### src/rtl/rt_jtag_master_pkg.sv
// rtl/rt_jtag_master_pkg.sv - shared types and constants for the JTAG shift engine
package rt_jtag_master_pkg;

    localparam int MaxLen   = 32;
    localparam int LenWidth = 6;

    typedef enum logic [1:0] {
        IDLE,
        LOW,
        HIGH,
        RESP
    } state_e;

    typedef struct packed {
        logic [LenWidth-1:0] len;
        logic [MaxLen-1:0]   tms;
        logic [MaxLen-1:0]   tdi;
    } jtag_cmd_t;

endpackage

### src/rtl/rt_jtag_master_if.sv
// rtl/rt_jtag_master_if.sv - command/response handshake and JTAG pin bundle
interface rt_jtag_master_if #(
    parameter int MAX_LEN = rt_jtag_master_pkg::MaxLen
);
    import rt_jtag_master_pkg::*;

    logic                cmd_valid_i;
    logic                cmd_ready_o;
    logic [LenWidth-1:0] cmd_len_i;
    logic [MAX_LEN-1:0]  cmd_tms_i;
    logic [MAX_LEN-1:0]  cmd_tdi_i;
    logic                rsp_valid_o;
    logic                rsp_ready_i;
    logic [MAX_LEN-1:0]  rsp_tdo_o;
    logic                jtag_tck_o;
    logic                jtag_tms_o;
    logic                jtag_td_o;
    logic                jtag_trst_no;
    logic                jtag_td_i;

    // Engine side
    modport slave (
        input  cmd_valid_i, cmd_len_i, cmd_tms_i, cmd_tdi_i, rsp_ready_i, jtag_td_i,
        output cmd_ready_o, rsp_valid_o, rsp_tdo_o,
        output jtag_tck_o, jtag_tms_o, jtag_td_o, jtag_trst_no
    );

    // Host / target side
    modport master (
        output cmd_valid_i, cmd_len_i, cmd_tms_i, cmd_tdi_i, rsp_ready_i, jtag_td_i,
        input  cmd_ready_o, rsp_valid_o, rsp_tdo_o,
        input  jtag_tck_o, jtag_tms_o, jtag_td_o, jtag_trst_no
    );

endinterface

### src/rtl/rt_jtag_tck_gen.sv
// rtl/rt_jtag_tck_gen.sv - TCK phase counter with rise/fall strobes for the upcoming edge
module rt_jtag_tck_gen #(
    parameter int CLK_DIV = 2
) (
    input  logic clk,
    input  logic rst,
    input  logic run,
    output logic tck,
    output logic rise,
    output logic fall
);
    localparam int CW = $clog2(CLK_DIV + 1);

    logic [CW-1:0] cnt_q;
    logic          tck_q;
    logic          wrap;

    // Strobes mark the system edge on which TCK is about to toggle.
    assign wrap = run && (cnt_q == CW'(CLK_DIV - 1));
    assign rise = wrap && !tck_q;
    assign fall = wrap && tck_q;
    assign tck  = tck_q;

    always_ff @(posedge clk) begin
        if (rst || !run) begin
            cnt_q <= '0;
            tck_q <= 1'b0;
        end else if (wrap) begin
            cnt_q <= '0;
            tck_q <= ~tck_q;
        end else begin
            cnt_q <= cnt_q + CW'(1);
        end
    end

endmodule

### src/rtl/rt_jtag_master.sv
// rtl/rt_jtag_master.sv - host-side JTAG shift engine, one command of up to 32 bits per transaction
module rt_jtag_master
    import rt_jtag_master_pkg::*;
#(
    parameter int CLK_DIV = 2,
    parameter int MAX_LEN = MaxLen
) (
    input  logic            clk_i,
    input  logic            rst_i,
    rt_jtag_master_if.slave bus
);

    state_e             state_q, state_d;
    jtag_cmd_t          cmd_q, cmd_d;
    logic [4:0]         idx_q, idx_d;
    logic [MAX_LEN-1:0] tdo_q, tdo_d;
    logic               rsp_valid_q, rsp_valid_d;
    logic               cmd_ready_q, cmd_ready_d;
    logic               tms_q, tms_d;
    logic               td_q, td_d;
    logic               trst_n_q;

    logic run, tck, tck_rise, tck_fall;
    logic accept, len_legal, last_bit;

    assign run       = (state_q == LOW) || (state_q == HIGH);
    assign accept    = (state_q == IDLE) && bus.cmd_valid_i && cmd_ready_q;
    assign len_legal = (bus.cmd_len_i != '0) && (bus.cmd_len_i <= LenWidth'(MAX_LEN));
    assign last_bit  = ({1'b0, idx_q} == (cmd_q.len - LenWidth'(1)));

    rt_jtag_tck_gen #(
        .CLK_DIV(CLK_DIV)
    ) u_tck_gen (
        .clk  (clk_i),
        .rst  (rst_i),
        .run  (run),
        .tck  (tck),
        .rise (tck_rise),
        .fall (tck_fall)
    );

    always_ff @(posedge clk_i) begin
        if (rst_i) begin
            state_q <= IDLE;
        end else begin
            state_q <= state_d;
        end
    end

    always_comb begin
        state_d = state_q;
        unique case (state_q)
            IDLE:    if (accept) state_d = len_legal ? LOW : RESP;
            LOW:     if (tck_rise) state_d = HIGH;
            HIGH:    if (tck_fall) state_d = last_bit ? RESP : LOW;
            RESP:    if (bus.rsp_ready_i) state_d = IDLE;
            default: state_d = IDLE;
        endcase
    end

    // Pins only move at LOW entry, so the target always sees a full half-period of setup.
    always_comb begin
        cmd_d = cmd_q;
        idx_d = idx_q;
        tdo_d = tdo_q;
        tms_d = tms_q;
        td_d  = td_q;
        if (accept) begin
            cmd_d.len = bus.cmd_len_i;
            cmd_d.tms = bus.cmd_tms_i;
            cmd_d.tdi = bus.cmd_tdi_i;
            idx_d     = '0;
            tdo_d     = '0;
            if (len_legal) begin
                tms_d = bus.cmd_tms_i[0];
                td_d  = bus.cmd_tdi_i[0];
            end
        end
        if ((state_q == LOW) && tck_rise) begin
            tdo_d[idx_q] = bus.jtag_td_i;
        end
        if ((state_q == HIGH) && tck_fall && !last_bit) begin
            idx_d = idx_q + 5'd1;
            tms_d = cmd_q.tms[idx_d];
            td_d  = cmd_q.tdi[idx_d];
        end
        rsp_valid_d = (state_d == RESP);
        cmd_ready_d = (state_d == IDLE);
    end

    always_ff @(posedge clk_i) begin
        if (rst_i) begin
            cmd_q       <= '0;
            idx_q       <= '0;
            tdo_q       <= '0;
            tms_q       <= 1'b1;
            td_q        <= 1'b0;
            rsp_valid_q <= 1'b0;
            cmd_ready_q <= 1'b0;
            trst_n_q    <= 1'b0;
        end else begin
            cmd_q       <= cmd_d;
            idx_q       <= idx_d;
            tdo_q       <= tdo_d;
            tms_q       <= tms_d;
            td_q        <= td_d;
            rsp_valid_q <= rsp_valid_d;
            cmd_ready_q <= cmd_ready_d;
            trst_n_q    <= 1'b1;
        end
    end

    assign bus.cmd_ready_o  = cmd_ready_q;
    assign bus.rsp_valid_o  = rsp_valid_q;
    assign bus.rsp_tdo_o    = tdo_q;
    assign bus.jtag_tck_o   = tck;
    assign bus.jtag_tms_o   = tms_q;
    assign bus.jtag_td_o    = td_q;
    assign bus.jtag_trst_no = trst_n_q;

endmodule

### src/flat_wrapper.sv
// flat-port wrapper written by rule: the top's interface ports become plain ports
module rt_jtag_master_flat import rt_jtag_master_pkg::*;
#(
    parameter int CLK_DIV = 2,
    parameter int MAX_LEN = MaxLen
)
  (clk_i, rst_i, bus_cmd_valid_i, bus_cmd_len_i, bus_cmd_tms_i, bus_cmd_tdi_i, bus_rsp_ready_i, bus_jtag_td_i, bus_cmd_ready_o, bus_rsp_valid_o, bus_rsp_tdo_o, bus_jtag_tck_o, bus_jtag_tms_o, bus_jtag_td_o, bus_jtag_trst_no);
  rt_jtag_master_if #(.MAX_LEN(MAX_LEN)) bus_i ();
  input  logic clk_i;
  input  logic rst_i;
  input wire logic [$bits(bus_i.cmd_valid_i)-1:0] bus_cmd_valid_i;
  input wire logic [$bits(bus_i.cmd_len_i)-1:0] bus_cmd_len_i;
  input wire logic [$bits(bus_i.cmd_tms_i)-1:0] bus_cmd_tms_i;
  input wire logic [$bits(bus_i.cmd_tdi_i)-1:0] bus_cmd_tdi_i;
  input wire logic [$bits(bus_i.rsp_ready_i)-1:0] bus_rsp_ready_i;
  input wire logic [$bits(bus_i.jtag_td_i)-1:0] bus_jtag_td_i;
  output wire logic [$bits(bus_i.cmd_ready_o)-1:0] bus_cmd_ready_o;
  output wire logic [$bits(bus_i.rsp_valid_o)-1:0] bus_rsp_valid_o;
  output wire logic [$bits(bus_i.rsp_tdo_o)-1:0] bus_rsp_tdo_o;
  output wire logic [$bits(bus_i.jtag_tck_o)-1:0] bus_jtag_tck_o;
  output wire logic [$bits(bus_i.jtag_tms_o)-1:0] bus_jtag_tms_o;
  output wire logic [$bits(bus_i.jtag_td_o)-1:0] bus_jtag_td_o;
  output wire logic [$bits(bus_i.jtag_trst_no)-1:0] bus_jtag_trst_no;
  assign bus_i.cmd_valid_i = bus_cmd_valid_i;
  assign bus_i.cmd_len_i = bus_cmd_len_i;
  assign bus_i.cmd_tms_i = bus_cmd_tms_i;
  assign bus_i.cmd_tdi_i = bus_cmd_tdi_i;
  assign bus_i.rsp_ready_i = bus_rsp_ready_i;
  assign bus_i.jtag_td_i = bus_jtag_td_i;
  assign bus_cmd_ready_o = bus_i.cmd_ready_o;
  assign bus_rsp_valid_o = bus_i.rsp_valid_o;
  assign bus_rsp_tdo_o = bus_i.rsp_tdo_o;
  assign bus_jtag_tck_o = bus_i.jtag_tck_o;
  assign bus_jtag_tms_o = bus_i.jtag_tms_o;
  assign bus_jtag_td_o = bus_i.jtag_td_o;
  assign bus_jtag_trst_no = bus_i.jtag_trst_no;
  rt_jtag_master #(.CLK_DIV(CLK_DIV), .MAX_LEN(MAX_LEN)) u_core (.clk_i(clk_i), .rst_i(rst_i), .bus(bus_i));
endmodule
### config.mk
export PLATFORM = sky130hd
export DESIGN_NAME = rt_jtag_master_flat
export DESIGN_NICKNAME = d
export VERILOG_FILES = /design/src/rtl/rt_jtag_master_pkg.sv /design/src/rtl/rt_jtag_master_if.sv /design/src/rtl/rt_jtag_tck_gen.sv /design/src/rtl/rt_jtag_master.sv /design/src/flat_wrapper.sv
export SDC_FILE = /design/constraint.sdc
export NUM_CORES = 1
export LEC_CHECK = 0
export ABC_CLOCK_PERIOD_IN_PS = 4000
export BUFFER_PORTS_ARGS = -buffer_cell sky130_fd_sc_hd__clkbuf_2
export CORE_MARGIN = 4
export CORE_UTILIZATION = 50
export DETAILED_ROUTE_END_ITERATION = 10
export PLACE_DENSITY = 0.79
export SETUP_SLACK_MARGIN = 0.3
export SLEW_MARGIN = 20
export SYNTH_ARGS = -nofsm -noshare
export SYNTH_HDL_FRONTEND = slang
export SYNTH_SLANG_ARGS = --single-unit
### constraint.sdc
create_clock -name clk_i -period 4 [get_ports clk_i]
set_input_delay 1.2 -clock clk_i [delete_from_list [all_inputs] [get_ports clk_i]]
set_output_delay 1.2 -clock clk_i [all_outputs]
set_load 0.02 [all_outputs]
======== Yosys cells after proc, flatten, opt, wreduce, memory -nomap -nowiden ========
Index checks and enable logic that the tools add are counted.
cells by class
  $add $sub $neg .......................... 3
  $lt $le $gt $ge ......................... 4
  equality and inequality tests ........... 6
  multiplexer cells ....................... 25
  bitwise operators ....................... 1
  reductions and logical operators ........ 22
operators with widths
  cell                                                                                  count
  32-bit 2-to-1 mux                                                                     2
  32-bit bitwise mux                                                                    1
  5-bit by 6-bit less-than comparator with 1-bit output (second input constant)         2
  2-bit 2-to-1 mux                                                                      6
  1-bit binary-select mux with 5-bit select                                             2
  1-bit logical AND                                                                     10
  1-bit 2-to-1 mux                                                                      10
  5-bit 2-to-1 mux                                                                      2
  2-bit one-hot mux with 4 select lines                                                 1
  2-bit equality test (second input constant)                                           3
  5-bit by 6-bit equality test with 1-bit output                                        1
  6-bit <= comparator (second input constant)                                           1
  6-bit nonzero test                                                                    1
  6-bit by 1-bit subtractor with 6-bit output (second input constant)                   1
  5-bit by 1-bit adder with 5-bit output (second input constant)                        1
  1-bit demux with 5-bit select                                                         1
  5-bit by 1-bit greater-or-equal comparator with 1-bit output (second input constant)  1
  2-bit by 1-bit equality test with 1-bit output (second input constant)                2
  2-bit zero test                                                                       2
  2-bit nonzero test                                                                    2
  1-bit zero test                                                                       3
  2-bit by 1-bit adder with 2-bit output (second input constant)                        1
  1-bit logical OR                                                                      2
  2-bit AND reduction                                                                   1
  2 further kinds                                                                       2
storage, ports and cells
  flip-flop bits (word level) ............. 117
  input bits .............................. 75
  logic and storage cells ................. 74

======== Depth between registers and ports, before layout ========
Gate-level depths: netlist of run 1.
  depth in word-level cells ............... 8
  gate-level depth with buffers ........... 10
  gate-level depth less buffers ........... 8

======== Hierarchy ========
Synthesis of run 1 repeated with hierarchy kept, for this count alone.
unflattened totals
  cell total of the unflattened synthesis .. 630
  area total of the unflattened synthesis .. 5352.6 um^2
by module, submodules not included
  module           instances  cells an instance  area each (um^2)  sequential area each (um^2)
  rt_jtag_master   1          617                5232.5            2282.2
  rt_jtag_tck_gen  1          13                 120.1             60.1

======== Least setup slack after synthesis of run 1 ========
OpenSTA, ideal clock, no wires.
  kind .................................... register -> register
  start point ............................. reg u_core.idx_q[0]
  end point ............................... reg u_core.tms_q (netlist: u_core.bus.jtag_tms_o)
  library setup time ...................... 0.134 ns
  arrival time ............................ 2.803 ns
  required time ........................... 3.866 ns
  slack ................................... 1.063 ns
  stages on the path, launching flop included .. 11
  period minus slack after synthesis ...... 2.937 ns
  cells stage by stage .................... dfxtp_1 buf_2 buf_1 inv_1 ha_1 buf_6 buf_6 mux4_2 mux4_2 mux2i_1 a31oi_1
between the ends
  cells in the longest elaborated chain, start to end .. 5
  elaborated cells between the ends (all ways) .. 10
RTL lines
  what                                                                            line                   source
  start, declared                                                                 rt_jtag_master.sv:15   logic [4:0] idx_q, idx_d;
  start signal, assigned                                                          rt_jtag_master.sv:103  idx_q <= idx_d;
  branches (longest 5 deep; another with 5-bit by 1-bit adder with 5-bit output)  n/a
  end signal, assigned                                                            rt_jtag_master.sv:105  tms_q <= tms_d;
  end, declared                                                                   rt_jtag_master.sv:19   logic tms_q, tms_d;
Parallel ways; which one is timed is not known. The select of a mux whose other input is x is not followed.
A chain may end at the register's enable or synchronous reset.

======== Worst setup path in the final report of run 1 ========
Ends and elaborated chain as after synthesis.

==> summary.txt, run 1 <==
Timing
  – Crit share post-route: between 70 and 80%
  – TNS Setup: 0 ns
  – Slew @ Worst Pin: 0.8274 ns
  – F_max: 355.0 MHz
  – Max Clock Skew: roughly 0.008 ns
  – Slew Viols, Final: 0
  – RSZ-0062 raised after global routing: no
  – Fin crit period: about 2.8 ns
  – Final setup viols: 0
  – Final hold vios: 0
  – Rel. slew slack: 44.45%

Placed design
  – Port bufs: between 100 and 150
  – Post-DP HPWL: 8597 um
  – Routability congestion estimate: slightly below 0.8

Finish
  – Fraction of layout cells with a size suffix above 1: between 20% and 30%
  – Commonest non-fill, non-tap cell in the layout: nand2_1
  – Core Util, Final: ~62%
  – Diode count: 0
  – Commonest cells after routing, fill and taps aside: 178 x nand2_1, 117 x dfxtp_1, 111 x clkbuf_2, 106 x a21oi_1, 39 x nor2_1
  – Fin nets: roughly 800
  – P&R area growth vs syn: 21.57%

Hold path
  – HP Start: u_core.u_tck_gen.cnt_q[0]$_SDFF_PP0_
  – Worst hold endpoint: u_core.u_tck_gen.cnt_q[0]$_SDFF_PP0_
  – Worst Hold Class: reg -> reg
  – Hold path depth: 1

Logic synthesis
  – Yosys synthesis warning count: 0
  – Synth cell types: 42
  – Yosys reg bits: approximately 120
  – Primary FF master, synth: dfxtp_1
  – Cell Area, Synth: between 5000 and 6000 um2
  – Number of flops mapped to enable cells by yosys: 0
  – Synthesized area per cell: approximately 8.2 um2
  – Post-synthesis sequential area ratio: 44.41%
  – Syn nets: between 700 and 800
  – Mapped Cells: 642
  – Async set-reset flop share out of synthesis: 0%

Global routing
  – Met1 usage: a little over a quarter
  – Vias in the first global route: around 4.6k
  – Largest net degree at the start of global routing: a little over 70
  – GRT Total Usage: between 20% and 30%
  – Total gr overflow: 0
  – First-pass GRT wire length: ~22000 um
  – Global routing usage on met3: between 6 and 7%
  – Grt met2 use: ~34%
  – Initial antenna violation count: 0
  – GR peak layer: met2

Setup path
  – Slowest cell delay on critical path: 0.56 ns
  – Worst R2R End: u_core.bus.jtag_tms_o$_SDFFE_PP1P_
  – CP endpoint kind: register
  – Worst Path Buf+Inv: 3
  – Crit Path Max Fanout: 21
  – Worst Setup Path Type: reg -> reg
  – CP Data Arrival Time: 3.21 ns
  – R2R depth: 8
  – Cell family with most CP delay: multiplexers
  – R2R Setup Slk: around 1.2 ns
  – Worst path slowest cell: mux4_2
  – WP data required: between 4 and 5 ns
  – Reg2Reg Launch Point: u_core.idx_q[0]$_SDFFE_PP0P_
  – Cell Chain, Critical Path: buf_4 > inv_1 > ha_1 > buf_4 > mux4_2 > mux4_2 > mux2i_1 > a31oi_1
  – Setup crit start kind: register

Flow run
  – Total of max-cap violations: 0

Floorplanning
  – I/O Pins: 113
  – Die width: about 110 um
  – DIE AREA: 12250 um2
  – Std-Cell Rows: 37
  – Initial Utilization: 51.31%
  – CORE AREA: about 10000 um2
  – Die Y: roughly 110 um

Clock network
  – Clk Latency, worst-skew pair: roughly 0.52 ns
  – # hold bufs at CTS: 0
  – Htree depth: 4
  – Worst-path clk slew: approximately 0.060 ns
  – CTS tree: yes
  – Post-CTS Setup Bufs: 0
  – Clock tree buffer depth: 2
  – Clk sinks: around 120
  – CTS Buf Count: 17
  – Clk root buf: clkbuf_8
  – Post_cts resized: 0

Detailed routing
  – Total Wirelength: between 10000 and 15000 um
  – TritonRoute pass-1 iters: 5
  – DR WL/cell: between 10 and 15 um
  – Initial drt markers: around 330
  – Number of remaining DRC errors: 0
  – Via count: 4774
  – Detail Route Antenna Nets: 0
  – Vias per Instance: approximately 5.4

Power
  – Max VDD drop: 0.2424 mV
  – PwrDens: ~460 nW/um2
  – Total leakage power: between 2 and 3 nW

Run status
  – Status: finished clean
[layer usage]
layer,wire (um),vias up,part of all wire [%]
met3,957,25,7.4
met1,5483,2205,42
met4,269,0,2.1
li1,-,2366,-
met2,6224,178,48
met5,0,-,0
[kinds of logic (layout without fill, tap and decap cells)]
logic type,count (synthesis),after routing,share of synthesized area [%]
simple gates,263,263,20.95
compound gates,152,152,15.85
flops,117,117,44.41
buf+inv,63,161,4.816
mux,27,27,9.941
fa+ha+maj,10,10,2.372
xor+xnor,10,10,1.661
[through the flow]
stage / setup WS [ns] / hold WS, ns / power [mW] / std cells / cell area, um2
6_report: 1.183 / 0.4294 / 2.951 / 876 / 6411
5_1_grt: 1.018 / 0.4553 / 3.064 / 876 / 6411
4_1_cts: 1.171 / 0.4322 / 2.963 / 876 / 6411
3_5_place_dp: 1.036 / 0.4179 / 1.563 / 844 / 5853
3_3_place_gp: 1.075 / 0.4069 / 1.552 / 844 / 5853
2_1_floorplan: 1.063 / 0.3984 / 1.469 / 642 / 5274
[worst max path at each step]
stage,end,slack (ns),startpoint,depth (start not counted)
CTS,u_core.bus.jtag_tms_o$_SDFFE_PP1P_,1.17,u_core.idx_q[0]$_SDFFE_PP0P_,8
global placement,u_core.bus.jtag_tms_o$_SDFFE_PP1P_,1.07,bus_cmd_len_i[0],7
floorplan,u_core.bus.jtag_tms_o$_SDFFE_PP1P_,1.06,u_core.idx_q[0]$_SDFFE_PP0P_,10
detailed placement,u_core.bus.jtag_tms_o$_SDFFE_PP1P_,1.04,bus_cmd_len_i[0],7
finish,u_core.bus.jtag_tms_o$_SDFFE_PP1P_,1.18,u_core.idx_q[0]$_SDFFE_PP0P_,8
global route,u_core.bus.jtag_tms_o$_SDFFE_PP1P_,1.02,u_core.idx_q[0]$_SDFFE_PP0P_,8
[final cells by class]
class / instances / area (um2)
clock buffers: 19 / 431.7
flip-flops and latches: 117 / 2342
multi-input cells: 462 / 2691
inverters: 11 / 41.29
clock inverters: 13 / 126.4
well taps: 136 / 170.2
repair buffers: 118 / 608.1
fillers: 888 / 3866
[synth_stat cells, types with 2 or more instances]
master / number / area (um2)
o21ai_0: 6 / 30.03
nor2b_1: 3 / 18.77
mux2_1: 3 / 33.78
a21oi_1: 106 / 530.5
xor2_1: 5 / 43.79
nor3_1: 3 / 15.01
and3b_1: 2 / 17.52
clkbuf_1: 47 / 176.4
ha_1: 10 / 125.1
nand2_1: 178 / 668.1
mux2i_1: 4 / 40.04
buf_6: 2 / 22.52
a2111oi_0: 2 / 17.52
dfxtp_1: 117 / 2342
or4_1: 2 / 15.01
xnor2_1: 5 / 43.79
a31oi_1: 31 / 193.9
nor2_1: 39 / 146.4
nor3b_1: 4 / 30.03
and2_1: 5 / 31.28
and3_1: 5 / 31.28
mux4_2: 20 / 450.4
inv_1: 11 / 41.29
nand3b_1: 2 / 15.01
nand3_1: 13 / 65.06
[sequential cells by signal, indices dropped and copies added, names as in the netlist, 2 cells and up]
signal,count
u_core.bus.rsp_tdo_o,32
u_core.cmd_q,70
u_core.idx_q,5
u_core.state_q,2
u_core.u_tck_gen.cnt_q,2
[worst reg2reg max path, cell delays in order (launching register included)]
cell and delay (ns):
dfxtp_1 0.30, buf_4 0.30, inv_1 0.16, ha_1 0.30, buf_4 0.31, mux4_2 0.56, mux4_2 0.48, mux2i_1 0.17
a31oi_1 0.11
[power breakdown]
group,leakage (nW),internal [mW],switching (mW)
Combinational,1.33,0.113,0.173
Sequential,0.949,1.22,0.0343
Clock,0.261,0.846,0.562
Power figures use the tool's default switching activity.
==> run 2: changes to the inputs <==
ABC_AREA = 1   (was default)
ABC_CLOCK_PERIOD_IN_PS = 2600   (was 4000)
clock period = 2.6 ns   (was 4 ns; I/O delays follow)
==> run 2 against run 1 <==
  * Worst hold slack about the same
  * Setup slack worse by 0.64 ns
  * Clock power up 59%
  * Register-to-register slack worse by 0.64 ns
  * Via count up 11%
  * First-iteration DRC count up 13%
  * Critical path depth up 3
  * Sequential share of layout area down 1.7 points
  * Clock skew down 0.0015 ns
  * Maximum frequency up 37%
  * Global-route usage up 0.96 points
  * Critical endpoint is now u_core.bus.jtag_td_o$_SDFFE_PP0P_
  * Largest power group unchanged
  * Highest routed layer unchanged
==> summary.txt, run 2 <==
Floorplanning
  – DIE AREA: approximately 13000 um2
  – Initial Utilization: 51.53%
  – I/O Pins: ~110
  – CORE AREA: around 11000 um2
  – Die width: approximately 110 um
  – Die Y: around 110 um
  – Std-Cell Rows: 38

Logic synthesis
  – Post-synthesis sequential area ratio: between 40% and 50%
  – Async set-reset flop share out of synthesis: 0%
  – Yosys top cell area share: 41.75%
  – Largest cells by area after synthesis: dfxtp_1 42%, a21oi_1 12%, nand2_1 8.1%
  – Yosys synthesis warning count: 0
  – Syn nets: between 800 and 900
  – Mapped Cells: between 700 and 800
  – Number of flops mapped to enable cells by yosys: 0
  – Cell Area, Synth: about 5600 um2
  – Primary FF master, synth: dfxtp_1
  – Most frequent cell after synthesis: a21oi_1
  – Synthesized area per cell: around 7.4 um2
  – Yosys reg bits: 117
  – Synth cell types: 34
  – Leading cell types by count after synthesis: 129 x a21oi_1, 121 x nand2_1, 117 x dfxtp_1
  – Area leader, netlist: dfxtp_1

Placed design
  – Post-DP HPWL: 9387 um
  – Routability congestion estimate: about 0.83
  – Placed Instances: just under 1k
  – Port bufs: between 100 and 150

Flow run
  – Total of max-cap violations: 0

Setup path
  – Worst R2R End: u_core.bus.jtag_td_o$_SDFFE_PP0P_
  – R2R Setup Slk: around 0.54 ns
  – CP endpoint kind: register
  – Reg2Reg Launch Point: u_core.idx_q[1]$_SDFFE_PP0P_
  – WP data required: ~3.1 ns
  – Crit Path Max Fanout: 6
  – R2R depth: 11
  – CP Data Arrival Time: between 2 and 3 ns
  – Setup crit start kind: register
  – Worst Setup Path Type: reg -> reg

Hold path
  – Worst Hold Class: reg -> reg
  – Worst hold endpoint: u_core.u_tck_gen.cnt_q[0]$_SDFF_PP0_
  – Hold path depth: 1
  – HP Start: u_core.u_tck_gen.cnt_q[0]$_SDFF_PP0_

Detailed routing
  – Number of remaining DRC errors: 0
  – DR WL/cell: around 14 um
  – Vias per Instance: approximately 5.3
  – Detail Route Antenna Nets: 0
  – TritonRoute pass-1 iters: 5
  – Total Wirelength: about 14000 um
  – Initial drt markers: 370
  – Via count: 5320

Global routing
  – Total gr overflow: 0
  – Largest net degree at the start of global routing: 113
  – Initial antenna violation count: 0
  – First-pass GRT wire length: between 20000 and 25000 um
  – Vias in the first global route: 5004
  – GRT Total Usage: between 20% and 30%

Finish
  – P&R area growth vs syn: 19.96%
  – Fraction of layout cells with a size suffix above 1: between 20% and 30%
  – Fillers: a little under 1k
  – Commonest cells after routing, fill and taps aside: 129 x a21oi_1, 121 x nand2_1, 116 x dfxtp_1, 112 x clkbuf_2, 57 x nor3_1
  – Multi-input logic area: between 2000 and 3000 um2
  – Largest Register: u_core.cmd_q
  – Fin nets: 930
  – Final cell count without fillers: roughly 1000
  – Commonest non-fill, non-tap cell in the layout: a21oi_1
  – Largest register FFs: 70
  – Diode count: 0
  – Sequential cell area: around 2300 um2
  – Core Util, Final: between 60% and 70%

Power
  – Register share of total power: between 40% and 50%
  – Switching power total: 1.491 mW
  – Total leakage power: between 2 and 3 nW
  – Comb power frac: between 15 and 20%
  – Switching Share: ~29%
  – Internal power: 3.700 mW
  – PwrDens: between 700 and 800 nW/um2
  – Max VDD drop: ~0.46 mV
  – Clock power frac: approximately 43%

Clock network
  – Clk Latency, worst-skew pair: slightly above 0.5 ns
  – Htree depth: 4
  – Worst-path clk slew: approximately 0.060 ns
  – Clk root buf: clkbuf_8
  – CTS tree: yes
  – Clk sinks: between 100 and 150
  – Clock tree buffer depth: 2
  – CTS Buf Count: 17

Timing
  – Final hold vios: 0
  – Final setup viols: 0
  – Slew Viols, Final: 0
  – WHS: ~0.43 ns
  – F_max: 486.4 MHz
  – Fin crit period: ~2.1 ns
  – TNS Setup: 0 ns
  – Max Clock Skew: around 0.0065 ns
  – Crit share post-route: roughly four fifths
  – RSZ-0062 raised after global routing: no
  – Rel. slew slack: between 50 and 60%
  – Slew @ Worst Pin: ~0.66 ns

Run status
  – Status: finished clean
-- run 2: changes by cell type after synthesis, moves of 23 or more --
cell / change
nand2_1: -57
nand3_1: +38
inv_1: +41
clkbuf_1: -26
a31oi_1: -31
o21ai_0: +46
a21oi_1: +23
nor3_1: +54
-- run 2: per-layer routing --
| layer | global-route usage [%] | wire [um] | vias to the layer above |
|---|---|---|---|
| met4 | 6.968 | 251 | 0 |
| met2 | 35.28 | 6655 | 170 |
| li1 | - | - | 2710 |
| met5 | 0 | 0 | - |
| met1 | 30.08 | 6339 | 2417 |
| met3 | 4.138 | 808 | 23 |
-- run 2: final cells by class --
| type | count | area share [%] |
|---|---|---|
| clock buffers | 20 | 6.618 |
| clock inverters | 12 | 1.933 |
| multi-input cells | 524 | 40.66 |
| inverters | 66 | 3.793 |
| flip-flops and latches | 117 | 34.86 |
| repair buffers | 119 | 9.537 |
| well taps | 140 | 2.603 |
-- run 2: worst max-delay path: stages, from the launching register on --
cell and delay, ns:
dfxtp_1 0.45, ha_1 0.29, nand2_2 0.07, inv_2 0.12
nand2_2 0.06, xor2_1 0.37, inv_1 0.17, nand3_1 0.13
nand2_1 0.06, nor2_1 0.15, nor2_2 0.05, nor2_2 0.07
-- run 2: logic make-up after synthesis --
group | count (synthesis) | synth area share [%]
AND/OR/NAND/NOR | 305 | 25.38
AO/OA/AOI/OAI | 204 | 19.89
buffers and inverters | 117 | 9.701
flip-flops | 117 | 41.75
adder cells (fa/ha/maj) | 10 | 2.230
XOR/XNOR | 5 | 1.048
-- run 2: power by group through the flow --
stage	combinational (mW)	sequential [mW]	clock, mW
after floorplan	0.618	2.11	0
after global placement	0.837	2.12	0
after detailed placement	0.854	2.13	0
after CTS	0.861	2.09	2.25
after global routing	0.976	2.11	2.35
final	0.856	2.09	2.24
-- run 2: how the worst max path moves through the flow --
stage | from | depth (start not counted) | slack (ns) | to
global route | u_core.idx_q[0]$_SDFFE_PP0P_ | 12 | 0.35 | u_core.bus.jtag_tms_o$_SDFFE_PP1P_
floorplan | bus_cmd_len_i[2] | 8 | 0.85 | u_core.bus.jtag_td_o$_SDFFE_PP0P_
CTS | u_core.idx_q[0]$_SDFFE_PP0P_ | 11 | 0.43 | u_core.bus.jtag_td_o$_SDFFE_PP0P_
detailed placement | u_core.idx_q[0]$_SDFFE_PP0P_ | 12 | 0.50 | u_core.bus.jtag_tms_o$_SDFFE_PP1P_
global placement | bus_cmd_len_i[2] | 9 | 0.54 | u_core.bus.jtag_td_o$_SDFFE_PP0P_
finish | u_core.idx_q[1]$_SDFFE_PP0P_ | 11 | 0.54 | u_core.bus.jtag_td_o$_SDFFE_PP0P_
-- run 2: metrics by stage --
| stage | setup WS, ns | instance area, um2 | power (mW) |
|---|---|---|---|
| 6_report | 0.5439 | 6730 | 5.191 |
| 4_1_cts | 0.4282 | 6724 | 5.203 |
| 2_1_floorplan | 0.8465 | 5610 | 2.729 |
| 5_1_grt | 0.3454 | 6730 | 5.438 |
| 3_5_place_dp | 0.4967 | 6148 | 2.979 |
| 3_3_place_gp | 0.5382 | 6148 | 2.960 |
-- run 2: repair_timing --
action	4_1_cts	5_1_grt
resized for setup	0	2
endpoints found under the setup margin	0	2
hold buffers	0	0
endpoints found under the hold margin	0	0
setup buffers	0	0
==> run 3: changes to the inputs <==
ABC_AREA = 0   (was 1)
ABC_CLOCK_PERIOD_IN_PS = 1900   (was 2600)
clock period = 1.9 ns   (was 2.6 ns; I/O delays follow)
==> run 3 against run 2 <==
  * The run now ends with setup timing left
  * Clock power up 56%
  * First-iteration DRC count down 13%
  * Non-clock buffer count up 46
==> summary.txt, run 3 (synthesis results as in run 1) <==
Timing
  – Fin crit period: roughly 2.2 ns
  – Max Clock Skew: ~0.0089 ns
  – Slew @ Worst Pin: 0.8476 ns
  – Final hold vios: 0
  – Final setup viols: 7
  – Slew Viols, Final: 0
  – Crit share post-route: 115.5%
  – Rel. slew slack: between 40% and 50%
  – F_max: around 460 MHz
  – RSZ-0062 raised after global routing: yes
  – Setup slack after layout: -0.2948 ns
  – WHS: 0.2737 ns

Power
  – Max VDD drop: between 0.7 and 0.8 mV
  – PwrDens: 887.2 nW/um2
  – Register share of total power: 38.6%
  – Clock power frac: 50.8%
  – Switching power total: approximately 1.6 mW
  – Switching Share: 22.91%
  – Internal power: between 5 and 6 mW
  – Total leakage power: approximately 3 nW
  – Comb power frac: 10.7%

Floorplanning
  – Std-Cell Rows: 37
  – Initial Utilization: between 50% and 60%
  – DIE AREA: roughly 12000 um2
  – Die Y: 110.7 um
  – Die width: 110.7 um
  – CORE AREA: 10280 um2
  – I/O Pins: 113

Placed design
  – Port bufs: roughly 110
  – Routability congestion estimate: approximately 0.83
  – Post-DP HPWL: 9029 um
  – Post-place setup slack: -0.4307 ns

Finish
  – Commonest non-fill, non-tap cell in the layout: nand2_1
  – Fillers: approximately 670
  – Fin nets: 859
  – Largest register FFs: 70
  – Largest Register: u_core.cmd_q
  – Commonest cells after routing, fill and taps aside: 175 x nand2_1, 90 x dfxtp_1, 81 x a21oi_1, 75 x clkbuf_2, 52 x buf_4
  – Fraction of layout cells with a size suffix above 1: roughly two fifths
  – P&R area growth vs syn: 47.02%
  – Sequential cell area: roughly 2400 um2
  – Multi-input logic area: ~3100 um2
  – Diode count: 0

Setup path
  – WP data required: 2.28 ns
  – CP endpoint kind: register
  – Reg2Reg Launch Point: u_core.idx_q[0]$_SDFFE_PP0P_
  – Crit. Startpoint: u_core.idx_q[0]$_SDFFE_PP0P_
  – Worst Setup Path Type: reg -> reg
  – Setup crit start kind: register
  – R2R Setup Slk: -0.29 ns
  – R2R depth: 7
  – Worst R2R End: u_core.bus.jtag_tms_o$_SDFFE_PP1P_
  – Crit Path Max Fanout: 9
  – Critical Path End: u_core.bus.jtag_tms_o$_SDFFE_PP1P_
  – CP Data Arrival Time: 2.57 ns

Clock network
  – Clk sinks: approximately 120
  – Clk root buf: clkbuf_8
  – # hold bufs at CTS: 0
  – Worst-path clk slew: about 0.060 ns
  – CTS Buf Count: 17
  – Clk Latency, worst-skew pair: about 0.5 ns
  – Htree depth: 4
  – Clock tree buffer depth: 2
  – CTS tree: yes

Detailed routing
  – Initial drt markers: between 300 and 400
  – Total Wirelength: ~15000 um
  – Detail Route Antenna Nets: 0
  – DR WL/cell: 16.61 um
  – Via count: 5235
  – Number of remaining DRC errors: 0
  – TritonRoute pass-1 iters: 7
  – Vias per Instance: between 5 and 6

Global routing
  – Vias in the first global route: 5198
  – Largest net degree at the start of global routing: between 70 and 80
  – First-pass GRT wire length: roughly 24000 um
  – Total gr overflow: 0
  – Initial antenna violation count: 0
  – GRT Total Usage: between 20% and 30%

Run status
  – Violated checks: setup timing
  – Status: finished with violations

Flow run
  – Total of max-cap violations: 0

Hold path
  – Worst Hold Class: in -> reg
run 3: how the worst min path moves through the flow:
stage	slack (ns)	endpoint	depth (start not counted)	start
floorplan	0.40	u_core.u_tck_gen.cnt_q[0]$_SDFF_PP0_	1	u_core.u_tck_gen.cnt_q[0]$_SDFF_PP0_
CTS	0.26	u_core.cmd_q[50]$_SDFFE_PP0P_	3	bus_cmd_tms_i[18]
detailed placement	0.42	u_core.u_tck_gen.cnt_q[0]$_SDFF_PP0_	1	u_core.u_tck_gen.cnt_q[0]$_SDFF_PP0_
global route	0.26	u_core.cmd_q[40]$_SDFFE_PP0P_	3	bus_cmd_tms_i[8]
global placement	0.41	u_core.u_tck_gen.cnt_q[0]$_SDFF_PP0_	1	u_core.u_tck_gen.cnt_q[0]$_SDFF_PP0_
finish	0.27	u_core.cmd_q[38]$_SDFFE_PP0P_	3	bus_cmd_tms_i[6]
run 3: layer usage:
layer	GRT usage [%]	wire length [um]
met1	27.99	5999
met3	5.950	963
met4	9.442	293
met5	0	0
met2	43.24	8075
run 3: critical path, stage by stage (launching register included):
cell,delay (ns)
dfxtp_4,0.36
inv_6,0.03
ha_4,0.28
buf_12,0.14
mux4_2,0.50
mux4_2,0.48
mux2i_1,0.16
a31oi_1,0.10
run 3: cell type report:
class                           count  area share [%]
Tap cell                          136           2.195
Inverter                           11          0.6293
Sequential cell                   117           30.81
Timing Repair Buffer              165           17.64
Multi-Input combinational cell    462           40.34
Clock buffer                       25           6.245
Clock inverter                      7           2.146
run 3: power by group through the flow:
| stage | clock network [mW] | logic, mW | registers [mW] |
|---|---|---|---|
| finish | 3.49 | 0.733 | 2.65 |
| global route | 3.63 | 0.807 | 2.66 |
| CTS | 3.50 | 0.716 | 2.65 |
| detailed placement | 0 | 0.647 | 2.70 |
| global placement | 0 | 0.618 | 2.70 |
| floorplan | 0 | 0.430 | 2.68 |
run 3: what timing repair did:
item	4_1_cts	5_1_grt
buffers inserted	13	7
pin swaps	34	26
resized for setup	117	69
gates cloned	2	0
endpoints found under the setup margin	65	69
run 3: metrics by stage:
| stage | area, um2 | TNS [ns] | instances | total power, mW | util, % |
|---|---|---|---|---|---|
| 6_report | 7754 | -1.325 | 923 | 6.879 | 75.44 |
| 5_1_grt | 7754 | -2.223 | 923 | 7.100 | 75.44 |
| 4_1_cts | 7506 | -1.154 | 916 | 6.868 | 73.03 |
| 3_5_place_dp | 6221 | -1.970 | 869 | 3.349 | 60.53 |
| 3_3_place_gp | 6221 | -1.423 | 869 | 3.316 | 60.53 |
| 2_1_floorplan | 5480 | -1.115 | 642 | 3.114 | - |
